--- src/rtl/sram_port_arbiter.sv ---
// sram_port_arbiter: shares one single-port synchronous SRAM between the instruction (M0) and data (M1) ports.
// Define SRAM_ARB_PERF_EN to add grant/conflict performance counters.
module sram_port_arbiter #(
  parameter int unsigned ADDR_W     = 32,
  parameter int unsigned DATA_W     = 32,
  parameter int unsigned SRAM_LAT   = 1,
  parameter int unsigned STARVE_MAX = 4
) (
  input  logic                clk,
  input  logic                reset,
  input  logic                m0_req,
  input  logic [DATA_W/8-1:0] m0_wen,
  input  logic [ADDR_W-1:0]   m0_addr,
  input  logic [DATA_W-1:0]   m0_wdata,
  output logic                m0_gnt,
  output logic                m0_rvalid,
  output logic [DATA_W-1:0]   m0_rdata,
  input  logic                m1_req,
  input  logic [DATA_W/8-1:0] m1_wen,
  input  logic [ADDR_W-1:0]   m1_addr,
  input  logic [DATA_W-1:0]   m1_wdata,
  output logic                m1_gnt,
  output logic                m1_rvalid,
  output logic [DATA_W-1:0]   m1_rdata,
  output logic                sram_en,
  output logic [DATA_W/8-1:0] sram_wen,
  output logic [ADDR_W-1:0]   sram_addr,
  output logic [DATA_W-1:0]   sram_wdata,
  input  logic [DATA_W-1:0]   sram_rdata
`ifdef SRAM_ARB_PERF_EN
  ,
  output logic [31:0]         perf_m0_gnt,
  output logic [31:0]         perf_m1_gnt,
  output logic [31:0]         perf_conflict
`endif
);

  localparam int unsigned CNT_W = 4;

  logic [CNT_W-1:0]    r_starve_cnt;
  logic [SRAM_LAT-1:0] r_tag_valid;
  logic [SRAM_LAT-1:0] r_tag_owner;
  logic                w_m0_win;
  logic                w_m1_win;
  logic                w_rd_issue;
  logic                w_ret_valid;
  logic                w_ret_owner;

  // M1 has priority unless M0 has lost STARVE_MAX times in a row
  always_comb begin
    w_m0_win = 1'b0;
    w_m1_win = 1'b0;
    if (!reset) begin
      if (m0_req && m1_req) begin
        if (r_starve_cnt == CNT_W'(STARVE_MAX)) w_m0_win = 1'b1;
        else                                    w_m1_win = 1'b1;
      end else begin
        w_m0_win = m0_req;
        w_m1_win = m1_req;
      end
    end
  end

  assign m0_gnt = w_m0_win;
  assign m1_gnt = w_m1_win;

  // Drive the SRAM with the winner's fields, all zero when idle
  always_comb begin
    sram_en    = 1'b0;
    sram_wen   = '0;
    sram_addr  = '0;
    sram_wdata = '0;
    if (w_m0_win) begin
      sram_en    = 1'b1;
      sram_wen   = m0_wen;
      sram_addr  = m0_addr;
      sram_wdata = m0_wdata;
    end else if (w_m1_win) begin
      sram_en    = 1'b1;
      sram_wen   = m1_wen;
      sram_addr  = m1_addr;
      sram_wdata = m1_wdata;
    end
  end

  always_ff @(posedge clk or posedge reset) begin
    if (reset) begin
      r_starve_cnt <= '0;
    end else if (!m0_req || w_m0_win) begin
      r_starve_cnt <= '0;
    end else if (r_starve_cnt != CNT_W'(STARVE_MAX)) begin
      r_starve_cnt <= r_starve_cnt + CNT_W'(1);
    end
  end

  assign w_rd_issue = sram_en && (sram_wen == '0);

  // Read tags travel alongside the SRAM access latency
  always_ff @(posedge clk or posedge reset) begin
    if (reset) begin
      r_tag_valid <= '0;
      r_tag_owner <= '0;
    end else begin
      r_tag_valid[0] <= w_rd_issue;
      r_tag_owner[0] <= w_m1_win;
      for (int i = 1; i < int'(SRAM_LAT); i++) begin
        r_tag_valid[i] <= r_tag_valid[i-1];
        r_tag_owner[i] <= r_tag_owner[i-1];
      end
    end
  end

  assign w_ret_valid = r_tag_valid[SRAM_LAT-1];
  assign w_ret_owner = r_tag_owner[SRAM_LAT-1];
  assign m0_rvalid   = w_ret_valid && !w_ret_owner;
  assign m1_rvalid   = w_ret_valid && w_ret_owner;
  assign m0_rdata    = m0_rvalid ? sram_rdata : '0;
  assign m1_rdata    = m1_rvalid ? sram_rdata : '0;

`ifdef SRAM_ARB_PERF_EN
  logic [31:0] r_perf_m0_gnt;
  logic [31:0] r_perf_m1_gnt;
  logic [31:0] r_perf_conflict;

  always_ff @(posedge clk or posedge reset) begin
    if (reset) begin
      r_perf_m0_gnt   <= '0;
      r_perf_m1_gnt   <= '0;
      r_perf_conflict <= '0;
    end else begin
      if (w_m0_win)         r_perf_m0_gnt   <= r_perf_m0_gnt + 32'd1;
      if (w_m1_win)         r_perf_m1_gnt   <= r_perf_m1_gnt + 32'd1;
      if (m0_req && m1_req) r_perf_conflict <= r_perf_conflict + 32'd1;
    end
  end

  assign perf_m0_gnt   = r_perf_m0_gnt;
  assign perf_m1_gnt   = r_perf_m1_gnt;
  assign perf_conflict = r_perf_conflict;
`endif

endmodule

--- config.mk ---
export PLATFORM = sky130hd
export DESIGN_NAME = sram_port_arbiter
export DESIGN_NICKNAME = d
export VERILOG_FILES = /design/src/rtl/sram_port_arbiter.sv
export SDC_FILE = /design/constraint.sdc
export NUM_CORES = 1
export LEC_CHECK = 0
export CAP_MARGIN = 20
export CORE_AREA = 2 2 121 123
export DETAILED_ROUTE_END_ITERATION = 7
export DIE_AREA = 0 0 123 125
export REMOVE_ABC_BUFFERS = 1
export SYNTH_ARGS = -nofsm -noshare
export SYNTH_HDL_FRONTEND = slang
export SYNTH_SLANG_ARGS = --single-unit
--- constraint.sdc ---
create_clock -name clk -period 3.7 [get_ports clk]
set_clock_uncertainty 0.2 [all_clocks]
set_input_delay 0.555 -clock clk [delete_from_list [all_inputs] [get_ports clk]]
set_output_delay 0.555 -clock clk [all_outputs]
set_load 0.05 [all_outputs]
==> run summary <==
Status: complete, no violations
Yosys top cell by area: a22o_1
#FFs+latches synth: 6
Period utilization: 83.98%
Initial antenna violation count: 0
Share of cells above drive strength 1: 23.64%
Area contributors post-synth: a22o_1 39%, and2_1 14%, and3_1 13%, dfrtp_1 10%, buf_6 5.2%
Count of antenna-violating nets left after detailed routing: 0
Max H-tree Level: 1
Post-Layout Cell Count: 662
Maximum vdd drop: 0.1233 mV
Mapped Cells: 189
Area of the multi-input gates: 0.001187 mm2
Clk Latency, worst-skew pair: 230 ps
Switching share of power: 42.20%
Unrepaired setup endpoints after global routing: no
Die Y-Extent: 125 um
Share of the synthesized area in the top cell type: 39.47%
Hold Crit Class: flip-flop to flip-flop
Post-CTS Hold Fix Bufs: 0
Worst-path fanout max: 8
GRT Util Overall: 13.32%
Worst Path Buf+Inv: 4
Final Cell Area: 0.005798 mm2
GP Congestion: 0.8810
DRC: 0
Post-synth top flop: dfrtp_1
Syn_area_per_cell: 7.984 um2
Drt wl/cell: 16.86 um
Critical path launch point type: primary input
Die area: 0.01538 mm2
Placed Cells: 659
IO Count: 309
Final hold viol count: 0
Final nets: 654
Clock Tree Root: clkbuf_16
Max-slew violations: 0
Max-slew headroom: 42.07%
Arr. time, crit path: 2350 ps
DR vias: 2751
DIE WIDTH: 123 um
Power Dens Cells: 210.3 mW/mm2
N_diodes: 0
Number of CTS-inserted buffers: 3
Post-synthesis sequential area ratio: 9.950%
Cell Area, Placed: 0.005723 mm2
Crit Path Class: primary input to primary output
Post-synth cell types: 23
Internal power: 704.8 uW
Port Buffer Count: 308
Syn-to-layout area delta: 284.2%
Via/cell ratio: 4.156
Post-Route Utilization: 40.82%
Worst-path cell chain: clkdlybuf4s50_1 -> inv_1 -> o21ai_0 -> inv_1 -> clkdlybuf4s50_1
Vias in the first global route: 2742
Drt first pass iters: 4
Core Box Area: 0.01420 mm2
Clock power frac: 14.3%
Post-CTS Resized: 0
Worst path max stage delay: 790 ps
Worst EP required: 2940 ps
CTS tree: yes
Filler cells: 1379
CTS Sinks: 6
EDFF count, synth: 0
P_sw: 514.5 uW
First-pass GRT wire length: 16.08 mm
First-iteration detailed-routing DRC count: 76
Starting Density: 10.62%
Max-cap violations: 0
Rows: 44
Top cell family by delay on the critical path: buffers and inverters
CTS clock-pin slew for the worst setup and hold paths: 40 ps
Total setup buffers inserted after CTS: 0
# setup viols final: 0
CP endpoint kind: primary output
Mapped Area: 0.001509 mm2
Largest net degree at the start of global routing: 75
Total global routing overflow: 0
Most numerous cell in the Yosys netlist: a22o_1
CTS max path bufs: 2
Max Clock Freq: 0.3218 GHz
Slowest stage cell, crit path: clkdlybuf4s50_1
Post-synth top cells: 68 x a22o_1, 33 x and2_1, 32 x and3_1
Sequential share of power: 7.4%
Warnings, synthesis: 0
Logic pwr share: 78.3%
Worst slew pin tran: 868.9 ps
DP Wirelength: 9.758 mm
Min Tclk post-route: 3107 ps
Post-synth ARST share: 100.0%
Leak pwr: 2.440 nW
Post-Route WL: 11.16 mm
Register Area: 150.1 um2
-- layout make-up --
type	instances	share of cell area (%)
Timing Repair Buffer	311	71.34
Multi-Input combinational cell	153	20.48
Tap cell	184	3.971
Sequential cell	6	2.590
Clock buffer	3	1.295
Inverter	5	0.3237
-- worst reg2reg max path, stage by stage, from the launching register on --
cell	delay, ps
dfrtp_1	420
inv_1	80
ha_1	210
nand3b_4	140
a211oi_4	300
buf_12	310
a221oi_2	120
-- registers in the layout, summed over array words and instances, names as in the netlist --
name / cells
r_starve_cnt: 4
r_tag_owner: 1
r_tag_valid: 1
-- placed cells by master (no fill, tap or decap), drive strengths merged --
cell           synthesis  layout
or4                    2       2
mux2i                  2       2
a22o                  68      68
a221oi                 1       1
and2                  33      33
nor3                   3       3
clkdlybuf4s50          0     205
inv                    5       5
and3                  32      32
a211oi                 2       2
buf                   16     106
ha                     2       2
clkbuf                 9       3
nand3b                 1       1
nand3                  1       1
nor2b                  1       1
o21ai                  1       1
dfrtp                  6       6
o211a                  1       1
xnor2                  2       2
nor2                   1       1
-- power by group through the flow --
| stage | logic (mW) | registers, mW | clock network, mW |
|---|---|---|---|
| 2_1_floorplan | 0.400 | 0.0846 | 0 |
| 3_3_place_gp | 0.952 | 0.0901 | 0 |
| 3_5_place_dp | 0.961 | 0.0912 | 0 |
| 4_1_cts | 0.963 | 0.0907 | 0.176 |
| 5_1_grt | 0.992 | 0.0932 | 0.181 |
| 6_report | 0.955 | 0.0905 | 0.174 |
-- logic make-up after synthesis --
logic type / Yosys count / share of synthesized area (%)
flops: 6 / 9.950
compound gates: 73 / 42.79
xor+xnor: 2 / 1.161
mux: 2 / 1.327
simple gates: 74 / 31.26
fa+ha+maj: 2 / 1.658
buf+inv: 30 / 11.86
-- path summary, 6_finish.rpt --
kind,end,from,cells past startpoint,slack [ps]
setup / recovery,sram_en,reset,5,590
hold / removal,r_starve_cnt[3]$_DFFE_PP0P_,r_starve_cnt[3]$_DFFE_PP0P_,2,420
setup reg to reg,r_tag_valid$_DFF_PP0_,r_starve_cnt[0]$_DFFE_PP0P_,6,1780
hold reg to reg,r_starve_cnt[3]$_DFFE_PP0P_,r_starve_cnt[3]$_DFFE_PP0P_,2,420
max in group asynchronous,r_starve_cnt[1]$_DFFE_PP0P_,reset,2,2630
min in group asynchronous,r_starve_cnt[2]$_DFFE_PP0P_,reset,2,460
-- metrics by stage --
step           total power [mW]  hold slack, ps  setup WS, ps  setup TNS [ps]
2_1_floorplan            0.4848           159.9         -1460         -102480
3_3_place_gp              1.043           391.9         629.4               0
3_5_place_dp              1.052           420.5         569.6               0
4_1_cts                   1.230           428.9         547.9               0
5_1_grt                   1.266           464.8         452.8               0
6_report                  1.219           419.2         592.7               0
-- metal layers --
metal / GRT usage, % / wire (um) / part of all wire (%) / vias up
li1: - / - / - / 1312
met1: 14.23 / 3834 / 34 / 1239
met2: 25.97 / 5857 / 52 / 194
met3: 3.832 / 1357 / 12 / 6
met4: 1.671 / 112 / 1.0 / 0
met5: 0 / 0 / 0 / -
Power figures use the tool's default switching activity.
